$ cat src/rtl/step_seq_pkg.sv
// Shared state encoding and default timing constants for the stepper motion sequencer.
package step_seq_pkg;

    localparam int START_PERIOD_DEF = 2000;
    localparam int RAMP_DELTA_DEF   = 8;

    typedef enum logic [2:0] {
        S_IDLE,
        S_ACCEL,
        S_CRUISE,
        S_DECEL,
        S_FINISH
    } seq_state_t;

endpackage

$ cat src/rtl/step_ramp_calc.sv
// Saturating period step: shorten toward target while accelerating,
// lengthen toward START_PERIOD while decelerating.
module step_ramp_calc
    import step_seq_pkg::*;
#(
    parameter int SIZE         = 16,
    parameter int START_PERIOD = START_PERIOD_DEF,
    parameter int RAMP_DELTA   = RAMP_DELTA_DEF
) (
    input  logic [SIZE-1:0] cur,
    input  logic [SIZE-1:0] target,
    input  logic            up,
    output logic [SIZE-1:0] nxt
);

    localparam logic [SIZE:0] DELTA = (SIZE+1)'(RAMP_DELTA);
    localparam logic [SIZE:0] START = (SIZE+1)'(START_PERIOD);

    logic [SIZE:0] sum;
    logic [SIZE:0] diff;

    // One extra bit so a borrow below zero is visible as diff[SIZE].
    assign sum  = {1'b0, cur} + DELTA;
    assign diff = {1'b0, cur} - DELTA;

    always_comb begin
        if (up)
            nxt = (sum > START) ? START[SIZE-1:0] : sum[SIZE-1:0];
        else
            nxt = (diff[SIZE] || (diff < {1'b0, target})) ? target : diff[SIZE-1:0];
    end

endmodule

$ cat src/rtl/step_seq_ctrl.sv
// Trapezoidal move sequencer driving the stepper-pulse generator.
// Define STEP_SEQ_DECEL_EN to build the ramp-down phase and the decelerating abort.
module step_seq_ctrl
    import step_seq_pkg::*;
#(
    parameter int SIZE         = 16,
    parameter int CNT_W        = 24,
    parameter int START_PERIOD = START_PERIOD_DEF,
    parameter int RAMP_DELTA   = RAMP_DELTA_DEF
) (
    input  logic             clk,
    input  logic             rst,
    input  logic             cmd_valid,
    output logic             cmd_ready,
    input  logic [CNT_W-1:0] cmd_steps,
    input  logic [SIZE-1:0]  cmd_period,
    input  logic             cmd_dir,
    input  logic             abort,
    input  logic             step_tick,
    output logic             run,
    output logic [SIZE-1:0]  period,
    output logic             dir,
    output logic             busy,
    output logic             done,
    output logic [CNT_W-1:0] steps_left
);

    localparam logic [SIZE-1:0] START_P = SIZE'(START_PERIOD);

    seq_state_t       state, tk_state, nx_state;
    logic [SIZE-1:0]  target, ramp_nxt, tk_period;
    logic [CNT_W-1:0] accel_cnt, tk_cnt, tk_left, nx_left;
    logic             ticked;

    assign cmd_ready = (state == S_IDLE) && !rst;
    assign ticked    = step_tick && (state inside {S_ACCEL, S_CRUISE, S_DECEL});

    step_ramp_calc #(
        .SIZE         (SIZE),
        .START_PERIOD (START_PERIOD),
        .RAMP_DELTA   (RAMP_DELTA)
    ) u_ramp (
        .cur    (period),
        .target (target),
        .up     (state == S_DECEL),
        .nxt    (ramp_nxt)
    );

    // Effect of a generator pulse alone; abort is layered on top afterwards.
    always_comb begin
        tk_state  = state;
        tk_period = period;
        tk_cnt    = accel_cnt;
        tk_left   = steps_left;
        if (ticked) begin
            tk_left = steps_left - 1'b1;
            case (state)
                S_ACCEL: begin
                    tk_period = ramp_nxt;
                    tk_cnt    = accel_cnt + 1'b1;
`ifdef STEP_SEQ_DECEL_EN
                    if (tk_left <= tk_cnt)
                        tk_state = S_DECEL;
                    else if (ramp_nxt == target)
                        tk_state = S_CRUISE;
`else
                    if (ramp_nxt == target)
                        tk_state = S_CRUISE;
`endif
                end
`ifdef STEP_SEQ_DECEL_EN
                S_CRUISE: if (tk_left <= accel_cnt) tk_state = S_DECEL;
                S_DECEL:  tk_period = ramp_nxt;
`endif
                default: ;
            endcase
            if (tk_left == '0)
                tk_state = S_FINISH;
        end
    end

    always_comb begin
        nx_state = tk_state;
        nx_left  = tk_left;
        if (abort && (tk_state == S_ACCEL || tk_state == S_CRUISE)) begin
`ifdef STEP_SEQ_DECEL_EN
            // Only as many steps remain as it took to get up to speed.
            nx_left  = (tk_left < tk_cnt) ? tk_left : tk_cnt;
            nx_state = (nx_left == '0) ? S_FINISH : S_DECEL;
`else
            nx_state = S_FINISH;
`endif
        end
    end

    always_ff @(posedge clk) begin
        if (rst) begin
            state      <= S_IDLE;
            run        <= 1'b0;
            period     <= START_P;
            target     <= START_P;
            dir        <= 1'b0;
            busy       <= 1'b0;
            done       <= 1'b0;
            steps_left <= '0;
            accel_cnt  <= '0;
        end else begin
            case (state)
                S_IDLE: begin
                    if (cmd_valid && cmd_ready) begin
                        steps_left <= cmd_steps;
                        target     <= cmd_period;
                        dir        <= cmd_dir;
                        accel_cnt  <= '0;
                        busy       <= 1'b1;
                        if (cmd_steps == '0) begin
                            state <= S_FINISH;
                            done  <= 1'b1;
                        end else if (cmd_period < START_P) begin
                            state  <= S_ACCEL;
                            period <= START_P;
                            run    <= 1'b1;
                        end else begin
                            state  <= S_CRUISE;
                            period <= cmd_period;
                            run    <= 1'b1;
                        end
                    end
                end
                S_FINISH: begin
                    state <= S_IDLE;
                    done  <= 1'b0;
                    busy  <= 1'b0;
                    run   <= 1'b0;
                end
                default: begin
                    state      <= nx_state;
                    period     <= tk_period;
                    accel_cnt  <= tk_cnt;
                    steps_left <= nx_left;
                    run        <= (nx_state != S_FINISH);
                    done       <= (nx_state == S_FINISH);
                end
            endcase
        end
    end

endmodule

$ cat config.mk
export PLATFORM = sky130hd
export DESIGN_NAME = step_seq_ctrl
export DESIGN_NICKNAME = d
export VERILOG_FILES = /design/src/rtl/step_seq_pkg.sv /design/src/rtl/step_ramp_calc.sv /design/src/rtl/step_seq_ctrl.sv
export SDC_FILE = /design/constraint.sdc
export NUM_CORES = 1
export LEC_CHECK = 0
export BUFFER_PORTS_ARGS = -buffer_cell sky130_fd_sc_hd__buf_2
export CAP_MARGIN = 10
export CORE_ASPECT_RATIO = 0.6
export CORE_MARGIN = 1.5
export CORE_UTILIZATION = 53
export CTS_BUF_LIST = sky130_fd_sc_hd__clkbuf_8
export CTS_CLUSTER_SIZE = 16
export DETAILED_ROUTE_END_ITERATION = 6
export PLACE_DENSITY = 0.8
export SYNTH_ARGS = -nofsm -noshare
export SYNTH_HDL_FRONTEND = slang
export SYNTH_HIERARCHICAL = 1
export SYNTH_SLANG_ARGS = --single-unit
export TNS_END_PERCENT = 20
$ cat constraint.sdc
create_clock -name clk -period 3.84 [get_ports clk]
set_clock_uncertainty 0.05 [all_clocks]
set_input_delay 0.768 -clock clk [delete_from_list [all_inputs] [get_ports clk]]
set_output_delay 0.768 -clock clk [all_outputs]
set_load 0.03 [all_outputs]
# Word-level counts from Yosys, hierarchy flattened
# Index checks and enable logic that the tools add are counted.
dict set report word_totals {
  ff_bits 63
  elab_cells 76
  output_inout_bits 45
}
dict set report classes {
  n_mux 29
  n_eq_ne 12
  reduce_logical 20
  n_lt_le_gt_ge 3
  n_addsub 3
  n_bitwise 1
}
# operator count
set op_table {}
lappend op_table {{16-bit two-way mux} 8}
lappend op_table {{24-bit logical NOT} 2}
lappend op_table {{24-bit two-way mux} 2}
lappend op_table {{24-bit case mux with 2 select lines} 1}
lappend op_table {{16-bit case mux with 2 select lines} 1}
lappend op_table {{24-bit by 1-bit subtractor with 24-bit output (second input constant)} 1}
lappend op_table {{3-bit two-way mux} 7}
lappend op_table {{16-bit by 4-bit adder with 17-bit output (second input constant)} 1}
lappend op_table {{17-bit by 11-bit greater-than comparator with 1-bit output (second input constant)} 1}
lappend op_table {{17-bit by 16-bit < comparator with 1-bit output} 1}
lappend op_table {{16-bit by 4-bit subtractor with 17-bit output (second input constant)} 1}
lappend op_table {{16-bit equality test} 1}
lappend op_table {{16-bit by 11-bit < comparator with 1-bit output (second input constant)} 1}
lappend op_table {{3-bit by 2-bit equality test with 1-bit output (second input constant)} 3}
lappend op_table {{2-bit AND reduction} 4}
lappend op_table {{3-bit by 1-bit equality test with 1-bit output (second input constant)} 2}
lappend op_table {{3-bit equality test (second input constant)} 2}
lappend op_table {{1-bit case mux with 2 select lines} 3}
lappend op_table {{3-bit case mux with 2 select lines} 1}
lappend op_table {{2-bit nonzero test} 3}
lappend op_table {{1-bit two-way mux} 5}
lappend op_table {{5-bit AND reduction} 1}
lappend op_table {{1-bit logical AND} 4}
lappend op_table {{2-bit by 1-bit inequality test with 1-bit output (second input constant)} 2}
lappend op_table {{other kinds (9)} 10}

# Logic depth before layout (Yosys ltp)
# Gate-level depths: netlist of run 1.
dict set report logic_depth {
  ltp_word 16
  mapped_depth 20
  mapped_depth_nobuf 18
}

# By module
# Netlist of run 1, hierarchy kept.
# module area_per_inst_um2 cells_per_inst instances
set by_module_without_submodules {}
lappend by_module_without_submodules {step_seq_ctrl 3637.2 483 1}
lappend by_module_without_submodules {step_ramp_calc 1362.6 199 1}

# Worst setup path before layout of run 1
# OpenSTA, ideal clock, no wires.
dict set report synth_timing {
  kind {flip-flop to flip-flop}
  from {reg period[3]}
  to {reg state[0]}
  path_slack_ns -0.330
  n_path_buf 2
  path_stages_with_launch 19
  t_required_ns 3.663
  setup_ns 0.127
  arrival_ns 3.993
  cell_sequence {dfxtp_1 -> buf_6 -> or4_4 -> nor4_1 -> xor2_1 -> ha_1 -> a21oi_1 -> o211ai_1 -> a221oi_1 -> o21a_1 -> buf_1 -> nor2_2 -> a221oi_1 -> xnor2_1 -> nand4_1 -> nor3_1 -> a21oi_1 -> o21ai_0 -> a21oi_1}
}
dict set report synth_between {
  elab_chain_len 15
}
# item line
set synth_rtl {}
lappend synth_rtl {{start, declared} step_seq_ctrl.sv:21} ;# output logic [SIZE-1:0] period,
lappend synth_rtl {{start signal, assigned} step_seq_ctrl.sv:125} ;# period <= cmd_period;
lappend synth_rtl {{start signal, assigned} step_seq_ctrl.sv:138} ;# period <= tk_period;
lappend synth_rtl {{16-bit by 4-bit subtractor with 17-bit output} step_ramp_calc.sv:24} ;# assign diff = {1'b0, cur} - DELTA;
lappend synth_rtl {{17-bit by 16-bit < comparator with 1-bit output} step_ramp_calc.sv:30} ;# nxt = (diff[SIZE] || (diff < {1'b0, target})) ? target : diff[SIZE-1:0];
lappend synth_rtl {{1-bit logical OR} step_ramp_calc.sv:30}
lappend synth_rtl {{16-bit two-way mux} step_ramp_calc.sv:30}
lappend synth_rtl {{16-bit two-way mux *} step_ramp_calc.sv:27} ;# if (up)
lappend synth_rtl {{via ramp_nxt[6]} step_seq_ctrl.sv:31} ;# logic [SIZE-1:0] target, ramp_nxt, tk_period;
lappend synth_rtl {{16-bit equality test *} step_seq_ctrl.sv:67} ;# if (ramp_nxt == target)
lappend synth_rtl {{3-bit two-way mux *} step_seq_ctrl.sv:67}
lappend synth_rtl {{3-bit two-way mux *} step_seq_ctrl.sv:57} ;# case (state)
lappend synth_rtl {{3-bit two-way mux *} step_seq_ctrl.sv:77} ;# if (tk_left == '0)
lappend synth_rtl {{3-bit two-way mux *} step_seq_ctrl.sv:55} ;# if (ticked) begin
lappend synth_rtl {{3-bit by 1-bit equality test with 1-bit output / 3-bit by 2-bit equality test with 1-bit output (equally long branches)} step_seq_ctrl.sv:85} ;# if (abort && (tk_state == S_ACCEL || tk_state == S_CRUISE)) begin
lappend synth_rtl {{1-bit logical OR} step_seq_ctrl.sv:85}
lappend synth_rtl {{1-bit logical AND} step_seq_ctrl.sv:85}
lappend synth_rtl {{3-bit two-way mux *} step_seq_ctrl.sv:85}
lappend synth_rtl {{3-bit case mux with 2 select lines *} step_seq_ctrl.sv:108} ;# case (state)
lappend synth_rtl {{end signal, assigned} step_seq_ctrl.sv:137} ;# state <= nx_state;
lappend synth_rtl {{end, declared} step_seq_ctrl.sv:30} ;# seq_state_t state, tk_state, nx_state;
# The timed path passes the listed nets; every way through them passes the cells marked *.
# A chain may end at the register's enable or synchronous reset.

# Worst setup path after layout of run 1
dict set report layout_timing {
  from {reg period[5]}
  to {reg state[1]}
}
# The elaborated chain is that of the path after synthesis.

==> results by stage, run 1 <==
Outcome:
- The run finished, with violations left.
- The checks that failed: setup timing.

Critical path:
- The worst setup path is captured at a register.
- The termination of the worst setup path is state[1]$_SDFFE_PP0N_.
- The maximum cell stage delay along the critical path is 0.34 ns.
- STA puts the critical path data required time at about 4.1 ns.
- In this run the worst path has a maximum fanout of 14.
- The critical path goes through buf_4 -> nor2_1 -> nand3b_1 -> nor4_2 -> xor2_1 -> ha_1 -> nand2_2 -> o211ai_1 -> nand4_1 -> o21a_2 -> buf_6 -> o211a_1 -> a221o_1 -> xnor2_1 -> nand4_1 -> nor3_2 -> nand4_1 -> nand3b_1 -> and3_1.
- The cell with the largest stage delay on the worst path is sky130_fd_sc_hd__ha_1.
- The launch point of the critical path is period[5]$_SDFFE_PP0P_.
- The critical path's most frequent cell is sky130_fd_sc_hd__nand4_1.
- The worst register-to-register path begins at period[5]$_SDFFE_PP0P_.
- The data arrival time at the worst-slack endpoint is roughly 4.4 ns.
- By startpoint and endpoint, the worst setup path is classified as reg -> reg.
- The depth of the worst register-to-register path is 19.
- The endpoint identified for the worst register-to-register timing path is state[1]$_SDFFE_PP0N_.
- In this run the register-to-register setup slack is -0.25 ns.
- STA classifies the critical path startpoint as a register.

Clock tree:
- The H-tree was split into 3 levels.
- The clock buffer count from CTS is 9.
- The cell sitting at the root of the clock tree is a sky130_fd_sc_hd__clkbuf_8.
- The later pin in the worst-skew pair is clocked with a latency of around 0.37 ns.
- The clock sink total is 63.
- The cts-stage hold buffer count is 0.
- The worst-case clock buffer depth is 2.
- Clock-pin slew was measured on the worst setup and hold paths at 0.08 ns.
- The CTS tree is yes.

STA:
- The total count of hold-check failures in the final report was 0.
- The shortest period the worst path allows is between 4 and 5 ns.
- Headroom to the max-slew limit came out at 0.350.
- Dividing the final minimum period by the clock period gives 1.07.
- The maximum clock frequency is between 0.2 and 0.25 GHz.
- Setup repair after global routing could not meet its margin everywhere.
- Setup violations remaining at the end of the flow were counted as 2.
- The number of max-slew violations in the final report came to 0.
- The worst setup margin is -0.253 ns.
- The actual transition at the worst max-transition pin is 0.969 ns.

Synth:
- The most used flip-flop cell after synthesis is sky130_fd_sc_hd__dfxtp_1.
- The synthesized design contains 63 register bits.
- Synthesis handed over a netlist of roughly 680 instances.
- The Yosys warning count is 6.
- The count of unique library cells instantiated by Yosys is between 70 and 80.
- The count of flip-flops with a built-in enable after synthesis is 0.
- The portion of the post-synthesis area used by sequential elements is 0.252.
- The async set or reset register ratio after synthesis is 0.
- The number of nets produced by synthesis is around 750.
- The post-synth design cell area is 0.00500 sq mm.
- Dividing the synthesized area by the synthesized cell count gives around 7.3 sq um.

Placement:
- Summed over all nets, the half-perimeter wirelength after detailed placement is 12900 um.
- The number of buffers added on ports is 90.
- The post-placement worst setup slack is -0.322 ns.
- The congestion estimate from routability-driven global placement came to 1.06.

GRT:
- The global routing met3 resource utilization is 0.101.
- The maximum number of pins on one net before global-route repair is 63.
- The overall track demand over capacity in global routing is 0.354.
- After global routing the overflow that remains totals 0.
- The number of global-route vias before repair is about 5300.
- The most crowded layer after global routing is met1.
- In the global route stage, met2 resource usage came out at 0.510.
- The initial antenna violation count was 0.
- The global routing met1 resource utilization is 0.518.
- The first global-routing pass estimated around 28000 um of wire.

Routing:
- Once detail routing completed, the nets flagged for antenna violations numbered 0.
- The total iterations of the first detailed-routing run is 6.
- The via density per instance is 6.52.
- After detailed routing, the total wire length is around 18000 um.
- The post-detailed-route wirelength per cell is roughly 19 um.
- The routed layout has 6087 vias.
- For this run, design rule violations remaining after detail routing come to 0.
- The number of DRC violations after detailed-routing iteration 0 is 837.

Floorplan:
- The die is around 130 um wide.
- The die covers ~0.010 sq mm.
- The number of core rows is 27.
- The floorplan step defined a core boundary enclosing about 0.0092 sq mm.
- During I/O placement, the number of pins put on the boundary was between 90 and 100.
- In this run the vertical extent of the chip is 78.2 um.
- The starting utilization of the core area is 0.546.

Worst hold path:
- The tightest min-delay check is of the reg -> reg type.
- The cell count of the worst hold path is 2.
- The worst hold path startpoint is dir$_SDFFE_PP0P_.

Finish:
- The layout cell share with drive strength beyond 1 is 0.289.
- The layout net count is approximately 860.
- Relative to the synthesized area, the layout overhead comes to 26.4%.
- The repair_antennas step left the layout with diodes totalling 0.

Pwr:
- For this design the ratio of total power to cell area is around 490 mW/mm^2.
- For this design the static power due to leakage is 2.70 nW.
- The worst-case IR drop observed on VDD is around 0.00025 V.
- Summing internal, switching and leakage power gives around 3 mW.

Job:
- The count of maximum capacitance violations is 0.
worst min path at each step:
| stage | end | slack (ns) |
|---|---|---|
| final | dir$_SDFFE_PP0P_ | 0.45 |
| after global routing | dir$_SDFFE_PP0P_ | 0.47 |
| after CTS | dir$_SDFFE_PP0P_ | 0.45 |
| after detailed placement | dir$_SDFFE_PP0P_ | 0.44 |
| after global placement | dir$_SDFFE_PP0P_ | 0.41 |
| after floorplan | target[5]$_SDFFE_PP0P_ | 0.42 |
registers in the layout, summed over array words and instances, names as in the netlist:
| register | count |
|---|---|
| steps_left | 24 |
| dir | 1 |
| target | 16 |
| period | 16 |
| run | 1 |
| state | 3 |
| done | 1 |
| busy | 1 |
power by group:
part,internal [mW],switching (mW),total [mW]
Sequential,0.724,0.111,0.835
Combinational,0.617,0.946,1.56
Clock,0.381,0.294,0.675
cell type report:
type                    count  area [sq um]
inverters                  31           119
repair buffers            148           908
clock inverters             6          85.1
flip-flops and latches     63          1270
well taps                 130           163
multi-input cells         545          3640
fillers                   739          2830
clock buffers              10           138
cells in the final DEF (no fill, tap or decap), drive strengths merged, types with 10 or more instances in the layout:
cell type,Yosys,routed
buf,14,148
nand3,15,15
nand2,72,72
a221oi,13,13
a211oi,18,18
inv,31,32
nor4,24,24
xnor2,18,18
dfxtp,63,63
ha,19,19
clkbuf,29,10
nor3,59,59
o21ai,29,29
a21oi,43,43
xor2,20,20
nand3b,17,17
nor2,78,78
nand4,15,15
kinds of logic after synthesis:
family                     count (synthesis)  synth area share
AOI/OAI and AO/OA                        164             0.228
xor gates and xnor gates                  38            0.0666
adders and majority gates                 20            0.0496
buffers and inverters                     74            0.0641
DFF                                       63             0.252
muxes                                      2           0.00425
and+or+nand+nor                          321             0.335
Yosys cell counts, drive strengths merged, types with 4 or more instances:
master	number	area (sq um)
nor2	78	300
nand2	72	275
o31ai	4	30.0
xnor2	18	158
nor3	59	317
xor2	20	175
nor4	24	184
nand3b	17	128
buf	14	95.1
a211oi	18	160
o22ai	4	25.0
dfxtp	63	1260
or4	8	72.6
a2bb2oi	5	43.8
clkbuf	29	109
a221oi	13	114
and3	7	43.8
a21oi	43	215
a211o	7	61.3
nand3	15	75.1
nor2b	7	43.8
a311oi	5	43.8
a22oi	4	30.0
o21ai	29	145
a221o	4	40.0
ha	19	238
inv	31	116
nand2b	4	25.0
a31oi	5	37.5
nand4	15	93.8
per-stage QoR:
stage | TNS [ns] | hold slack, ns | cell area [sq um] | cells | util
final | -0.473 | 0.449 | 6320 | 933 | 0.690
after CTS | -0.292 | 0.451 | 6120 | 928 | 0.669
after detailed placement | -0.623 | 0.436 | 5800 | 906 | 0.634
after global placement | -0.173 | 0.410 | 5800 | 906 | 0.634
after floorplan | 0 | 0.424 | 5030 | 682 | -
after global routing | -1.12 | 0.474 | 6320 | 933 | 0.690
critical path, delay by kind of cell, from the launching register on:
family,cells,cell delay (ns)
xor+xnor,2,0.29
compound gates,4,1.07
flops,1,0.32
buf+inv,2,0.31
fa+ha+maj,1,0.34
simple gates,10,1.66
repair_timing:
item                                    in CTS  in global routing
setup buffers                                6                  4
resized for setup                           12                 32
pin swaps                                   24                 22
endpoints found under the setup margin       2                 11
routing by layer:
layer,vias up,part of all wire
li1,2740,-
met1,2843,0.44
met2,462,0.41
met3,42,0.14
met4,0,0.018
met5,-,0
Power figures use the tool's default switching activity.
==> inputs of run 2 (changes only) <==
--- a/config.mk
+++ b/config.mk
@@ -7,10 +7,9 @@
 export LEC_CHECK = 0
 export BUFFER_PORTS_ARGS = -buffer_cell sky130_fd_sc_hd__buf_2
 export CAP_MARGIN = 10
-export CORE_ASPECT_RATIO = 0.6
 export CORE_MARGIN = 1.5
 export CORE_UTILIZATION = 53
-export CTS_BUF_LIST = sky130_fd_sc_hd__clkbuf_8
+export CTS_BUF_LIST = sky130_fd_sc_hd__clkbuf_4
 export CTS_CLUSTER_SIZE = 16
 export DETAILED_ROUTE_END_ITERATION = 6
 export PLACE_DENSITY = 0.8
==> run 2 against run 1 <==
Against the previous run: largest cell class unchanged; register-to-register slack got worse by 0.10 ns; first-iteration DRC count fell by 8.7%; clock-buffer cell count fell by 1; setup slack got worse by 0.10 ns; combinational power barely moved; die area fell by 0.20%; worst hold slack got worse by 0.014 ns; the run still ends with setup timing left; critical path type unchanged; global-route usage fell by 0.062 points; sequential share of layout area rose by 0.65 points; design area fell by 3.1%.
==> results by stage, run 2 (same netlist as run 1, synthesis figures left out) <==
Finish:
- steps_left holds more flip-flops than any other register.
- The cell area after layout is 0.00612 sq mm.
- The layout net count is between 800 and 900.
- The layout cell share with drive strength beyond 1 is 0.273.
- The filler cells instantiated in the layout total roughly 810.
- 0 antenna diodes ended up in the layout.
- In the layout the commonest cells are 90 x sky130_fd_sc_hd__buf_2, 75 x sky130_fd_sc_hd__nor2_1, 70 x sky130_fd_sc_hd__nand2_1.
- Excluding fillers, the count of instances in the completed layout stands at approximately 910.
- Leaving out fill and tap cells, the most frequent cell in the layout is sky130_fd_sc_hd__buf_2.
- The register with the most flip-flops in the layout has 24 of them.
- In the final layout, the registers with the most flip-flops are steps_left (24), period (16), target (16).
- The area growth from synthesis to layout is 22.5%.

Routing:
- The first TritonRoute pass finished after 6 iterations.
- The residual antenna-violating net count after detailed routing is 0.
- The via density per instance is 6.58.
- The total via count in the routed design is between 5000 and 6000.
- The number of DRC violations after detailed-routing iteration 0 is 764.
- After detailed routing, the average wire length per cell comes to between 15 and 20 um.
- The wire length after detailed routing is around 18000 um.
- The residual DRC count is 0.

Pwr:
- The design draws approximately 2.8 mW.
- The total power density per cell area is roughly 450 mW/mm^2.
- The leakage power is approximately 2.6 nW.
- The worst-case IR drop observed on VDD is between 0.0002 and 0.0003 V.

GRT:
- In the global route stage, overall resource usage came out at 0.353.
- The number of global-route vias before repair is 5434.
- The initial antenna violation count is 0.
- The wire length of the first global-routing pass is between 20000 and 30000 um.
- Entering global routing, the biggest net connects 63 pins.
- The total overflow left after global routing is 0.

Worst hold path:
- The path type of the worst min-delay path is reg -> reg.

STA:
- Dividing the final minimum period by the clock period gives 1.09.
- The worst pin sits at a relative slew slack of 0.439.
- For the finished layout, the period the worst path requires is roughly 4.2 ns.
- The final-report setup violation count is 2.
- The number of max-slew violations in the final report is 0.
- Final hold analysis gives a worst-case slack of approximately 0.43 ns.
- At the pin with the least slew margin, the transition time is about 0.84 ns.
- The total count of hold-check failures in the final report came to 0.
- The worst setup margin is -0.355 ns.
- The setup TNS is -0.636 ns.
- Setup repair after global routing could not meet its margin everywhere.
- The maximum clock frequency is 0.238 GHz.

Outcome:
- The final reports fail on setup timing.
- The run finished, with violations left.

Floorplan:
- The top-level I/O count is 91.
- In this run the vertical extent of the chip is roughly 100 um.
- The floorplan core area is roughly 0.009 sq mm.
- The initial utilization of the core area, before any placement, comes to 0.544.
- The floorplan has 35 rows.
- The die area is 0.0100 sq mm.
- From left edge to right edge, the die measures approximately 100 um.

Critical path:
- For the worst setup path, the data arrival time is approximately 4.5 ns.
- The type of element launching the critical path is a register.
- The worst setup path is of the reg -> reg kind.
- Along the worst path, the maximum fanout reaches 9.
- The critical path data required time is approximately 4.2 ns.
- The endpoint type of the worst setup path is a register.

Placement:
- Input and output buffers added on the ports amount to 90.
- The congestion estimate from routability-driven global placement came to slightly above 1.
- In this run the cell area measured after placement is 0.00578 sq mm.
- In this run, placement finished with an instance count of 887.
- After legalization and detailed placement, the total HPWL measured 12400 um.

Clock tree:
- Counting along the longest clock path gives a buffer depth of 2.
- The clock buffer count from CTS is 9.
- Clock-pin slew was measured on the worst setup and hold paths at 0.14 ns.
- TritonCTS built the clock tree.
- The clock tree synthesis step divided the H-tree into 3 levels.
- The clock net in this run drives a total of 63 sinks.
- The cts-stage hold buffer count is 0.
- The clock latency on the worst-skew pair is 0.44 ns.
- The clock root buffer is sky130_fd_sc_hd__clkbuf_4.

Job:
- The count of maximum capacitance violations is 0.
## run 2: worst paths after layout
| path | from | endpoint | slack (ns) | depth (start not counted) |
|---|---|---|---|---|
| max | period[3]$_SDFFE_PP0P_ | state[1]$_SDFFE_PP0N_ | -0.35 | 17 |
| min | dir$_SDFFE_PP0P_ | dir$_SDFFE_PP0P_ | 0.43 | 2 |
| max reg2reg | period[3]$_SDFFE_PP0P_ | state[1]$_SDFFE_PP0N_ | -0.35 | 17 |
| min reg2reg | dir$_SDFFE_PP0P_ | dir$_SDFFE_PP0P_ | 0.43 | 2 |
## run 2: what timing repair did
item                                    in CTS  in global routing
resized for setup                           17                 15
endpoints found under the setup margin       2                  9
cloned                                       1                  0
pin swaps                                   17                 11
buffers inserted                             5                  3
## run 2: through the flow
stage                      util  setup WS (ns)
after floorplan               -         0.0122
after global placement    0.628        0.00270
after detailed placement  0.628         -0.219
after CTS                 0.651         -0.140
after global routing      0.666         -0.461
final                     0.666         -0.355
## run 2: layout make-up
class | instances | area [sq um] | area share
inverters | 31 | 116 | 0.0190
well taps | 111 | 139 | 0.0227
multi-input cells | 545 | 3600 | 0.588
repair buffers | 147 | 906 | 0.148
clock inverters | 5 | 27.5 | 0.00450
flip-flops and latches | 63 | 1270 | 0.207
clock buffers | 9 | 67.6 | 0.0110
## run 2: layer usage
| layer | share of wire | global-route usage |
|---|---|---|
| met5 | 0 | 0 |
| met3 | 0.11 | 0.0731 |
| met1 | 0.42 | 0.507 |
| met4 | 0.029 | 0.130 |
| met2 | 0.44 | 0.522 |
## run 2: power by group
| group | internal, mW | switching, mW | total (mW) |
|---|---|---|---|
| clock network | 0.120 | 0.267 | 0.387 |
| registers | 0.724 | 0.123 | 0.847 |
| logic | 0.615 | 0.927 | 1.54 |
## run 2: worst max-delay path, cell delays in order, from the launching register on
cell,delay [ns]
sky130_fd_sc_hd__dfxtp_2,0.37
sky130_fd_sc_hd__or4_4,0.58
sky130_fd_sc_hd__nor4_4,0.17
sky130_fd_sc_hd__xor2_1,0.24
sky130_fd_sc_hd__ha_1,0.31
sky130_fd_sc_hd__a21oi_2,0.19
sky130_fd_sc_hd__o211ai_1,0.11
sky130_fd_sc_hd__a221oi_2,0.28
sky130_fd_sc_hd__o21a_2,0.25
sky130_fd_sc_hd__buf_12,0.12
sky130_fd_sc_hd__nor2_4,0.07
sky130_fd_sc_hd__a221o_1,0.39
sky130_fd_sc_hd__xnor2_1,0.20
sky130_fd_sc_hd__nand4_1,0.18
sky130_fd_sc_hd__nor3_2,0.24
sky130_fd_sc_hd__nand4_1,0.13
sky130_fd_sc_hd__nand3b_1,0.12
sky130_fd_sc_hd__and3_1,0.15
==> inputs of run 3 (changes only) <==
--- a/config.mk
+++ b/config.mk
@@ -5,14 +5,15 @@
 export SDC_FILE = /design/constraint.sdc
 export NUM_CORES = 1
 export LEC_CHECK = 0
-export BUFFER_PORTS_ARGS = -buffer_cell sky130_fd_sc_hd__buf_2
 export CAP_MARGIN = 10
 export CORE_MARGIN = 1.5
-export CORE_UTILIZATION = 53
+export CORE_UTILIZATION = 60
 export CTS_BUF_LIST = sky130_fd_sc_hd__clkbuf_4
 export CTS_CLUSTER_SIZE = 16
 export DETAILED_ROUTE_END_ITERATION = 6
-export PLACE_DENSITY = 0.8
+export DONT_BUFFER_PORTS = 1
+export PLACE_DENSITY = 0.79
+export SETUP_SLACK_MARGIN = 0.15
 export SYNTH_ARGS = -nofsm -noshare
 export SYNTH_HDL_FRONTEND = slang
 export SYNTH_HIERARCHICAL = 1
==> run 3 against run 2 <==
Against the previous run: global-route usage rose by 0.41 points; routed wire length fell by 9.7%; via count fell by 8.8%; sequential share of layout area rose by 1.8 points; the flow still finishes with violations (setup timing); worst hold slack got worse by 0.062 ns.
==> results by stage, run 3 (same netlist as run 1, synthesis figures left out) <==
Clock tree:
- Clock tree synthesis selected as its root buffer the cell sky130_fd_sc_hd__clkbuf_4.
- For this design, the sink count on the clock tree is between 60 and 70.
- The H-tree generated during clock tree synthesis spans 3 levels.
- In this run the deepest clock path goes through 2 buffers.
- The CTS tree is yes.
- The cts-stage hold buffer count is 0.
- After clock tree synthesis, the clock-pin slew on the worst setup and hold paths is roughly 0.12 ns.
- Buffers inserted during clock tree synthesis total 9.
- At the later pin of the worst-skew pair, clock insertion delay measures 0.41 ns.

Finish:
- Counting flops per register, the top entry is steps_left.
- At the end of the flow the core is filled with cells to 0.695.
- In the final layout, the registers with the most flip-flops are steps_left (24), period (16), target (16).
- From synthesis to final layout, the design area changed by 13.1%.
- In the final layout, the share of cells above drive strength 1 is 0.187.
- The library cell used most frequently in the layout, excluding fill and tap cells, is sky130_fd_sc_hd__nor2_1.
- The number of flip-flops in the largest register is 24.
- The repair_antennas step left the layout with diodes totalling 0.
- The layout net count is around 770.
- Leaving out fill and tap cells, the most frequent cells in the layout are 75 x sky130_fd_sc_hd__nor2_1, 70 x sky130_fd_sc_hd__nand2_1, 59 x sky130_fd_sc_hd__dfxtp_1.

STA:
- The worst-case headroom to the max-slew limit is 0.112.
- The total count of hold-check failures in the final report came to 0.
- The final worst hold slack is about 0.37 ns.
- The final worst-path cycle share is 1.04.
- The final-report setup violation count is 2.
- The shortest period the worst path allows is 3.98 ns.
- The worst setup margin is -0.142 ns.
- Static timing analysis puts the maximum clock frequency at around 0.25 GHz.
- The number of max-slew violations in the final report is 0.
- Setup repair after global routing could not meet its margin everywhere.
- Summed over all failing endpoints, the final setup total negative slack is -0.271 ns.
- At the pin with the least slew margin, the transition time is approximately 1.3 ns.

Critical path:
- On the critical path, the stage with the largest delay is an instance of sky130_fd_sc_hd__or4_4.
- The endpoint type of the worst setup path is a register.
- The signal on the critical path passes through or4_4 -> nor3_4 -> xor2_1 -> ha_1 -> nand2_1 -> o211ai_1 -> nand4_1 -> o21ai_4 -> buf_6 -> a211oi_2 -> a221oi_2 -> xor2_1 -> nor4_1 -> and3_1 -> nand4_1 -> nand3b_1 -> and3_1.
- The critical path data required time is slightly above 4 ns.
- The type of element launching the critical path is a register.
- In this design, the stage delay of the slowest critical-path cell is roughly 0.57 ns.
- For the worst setup path, the data arrival time is between 4 and 5 ns.
- The critical path is of the reg -> reg type.
- The worst-path maximum fanout is 7.

Routing:
- The total iterations of the first detailed-routing run is 5.
- The via density per instance is roughly 6.7.
- The sum of routed wire segments on met1 is roughly 6000 um.
- In the final routed layout, each cell accounts on average for 19.9 um.
- The number of DRC violations after detailed-routing iteration 0 is between 400 and 500.
- After detailed routing, the met3 layer carries 1350 um of wire.
- The residual antenna-violating net count after detailed routing is 0.
- The total length of routed met2 wires is around 8000 um.
- The total via count in the routed design is roughly 5500.
- The wire length after detailed routing is between 15000 and 20000 um.
- The residual DRC count is 0.
- The highest metal layer with signal wires is met4.

GRT:
- The initial antenna violation count is 0.
- The first global-routing pass estimated 25000 um of wire.
- The maximum number of pins on one net before global-route repair is 64.
- The number of global-route vias before repair was slightly above 5000.
- Summed over all layers, the global routing overflow is 0.
- For this run, the total global-route usage over all layers was measured as 0.357.

Floorplan:
- In this run the vertical extent of the chip is roughly 94 um.
- The die is 94.3 um wide.
- The die area is slightly below 0.009 sq mm.
- Row generation in the floorplan step produced 33 rows.
- For this design the top-level I/O count stands at 91.
- The floorplan core area is roughly 0.0081 sq mm.
- For this configuration, the core starts out at a cell density of 0.615.

Job:
- The count of maximum capacitance violations is 0.

Pwr:
- The maximum ir drop on the vdd rail is between 0.0002 and 0.0003 V.
- Total power for the finished layout comes to around 2.7 mW.
- Power spread over the standard cell area amounts to between 400 and 500 mW/mm^2.
- The leakage power is between 2 and 2.5 nW.

Worst hold path:
- The path class of the tightest hold or removal check is in -> reg.

Placement:
- Detailed placement ended at an HPWL of 11400 um.
- The post-placement worst setup slack is -0.0763 ns.
- Routability-driven placement finished with a final weighted congestion of a little under 1.
- Input and output buffers added on the ports amount to 0.

Outcome:
- The final reports fail on setup timing.
- The flow ran to the end, but the final reports show violations.
run 3: layout make-up:
| class | instances | area [sq um] |
|---|---|---|
| Timing Repair Buffer | 51 | 402 |
| Clock inverter | 5 | 25.0 |
| Inverter | 31 | 116 |
| Multi-Input combinational cell | 546 | 3630 |
| Tap cell | 105 | 131 |
| Clock buffer | 10 | 75.1 |
| Fill cell | 655 | 2480 |
| Sequential cell | 63 | 1270 |
run 3: final timing paths:
check,start,endpoint,slack (ns),cells after the start
worst min register to register,target[1]$_SDFFE_PP0P_,target[1]$_SDFFE_PP0P_,0.46,2
worst min-delay path,rst,period[3]$_SDFFE_PP0P_,0.37,1
worst max-delay path,period[10]$_SDFFE_PP1P_,state[1]$_SDFFE_PP0N_,-0.14,17
worst max register to register,period[10]$_SDFFE_PP1P_,state[1]$_SDFFE_PP0N_,-0.14,17
run 3: worst max-delay path, delay by kind of cell (launching register included):
family	cells	cell delay [ns]
adders and majority gates	1	0.35
DFF	1	0.36
and+or+nand+nor	9	1.82
buffers and inverters	1	0.17
xor gates and xnor gates	2	0.24
AOI/OAI and AO/OA	4	0.96
run 3: timing repair:
| item | CTS | global route |
|---|---|---|
| resized for setup | 6 | 23 |
| endpoints found under the setup margin | 2 | 11 |
| setup buffers | 0 | 9 |
| endpoints found under the hold margin | 0 | 0 |
| cloned | 0 | 1 |
| pin swaps | 0 | 21 |
run 3: stage by stage:
step	cell area, sq um	cells
after global placement	5340	786
after CTS	5460	801
after floorplan	5120	682
after global routing	5660	811
final	5660	811
after detailed placement	5340	786
run 3: metal layers:
layer	track usage	up-vias
met3	0.0777	55
met1	0.414	2556
met5	0	-
met2	0.618	302
li1	-	2550
met4	0.173	0
run 3: power breakdown:
part | internal (mW) | total [mW] | switching, mW
sequential | 0.723 | 0.919 | 0.196
combinational | 0.571 | 1.36 | 0.790
clock | 0.132 | 0.388 | 0.256
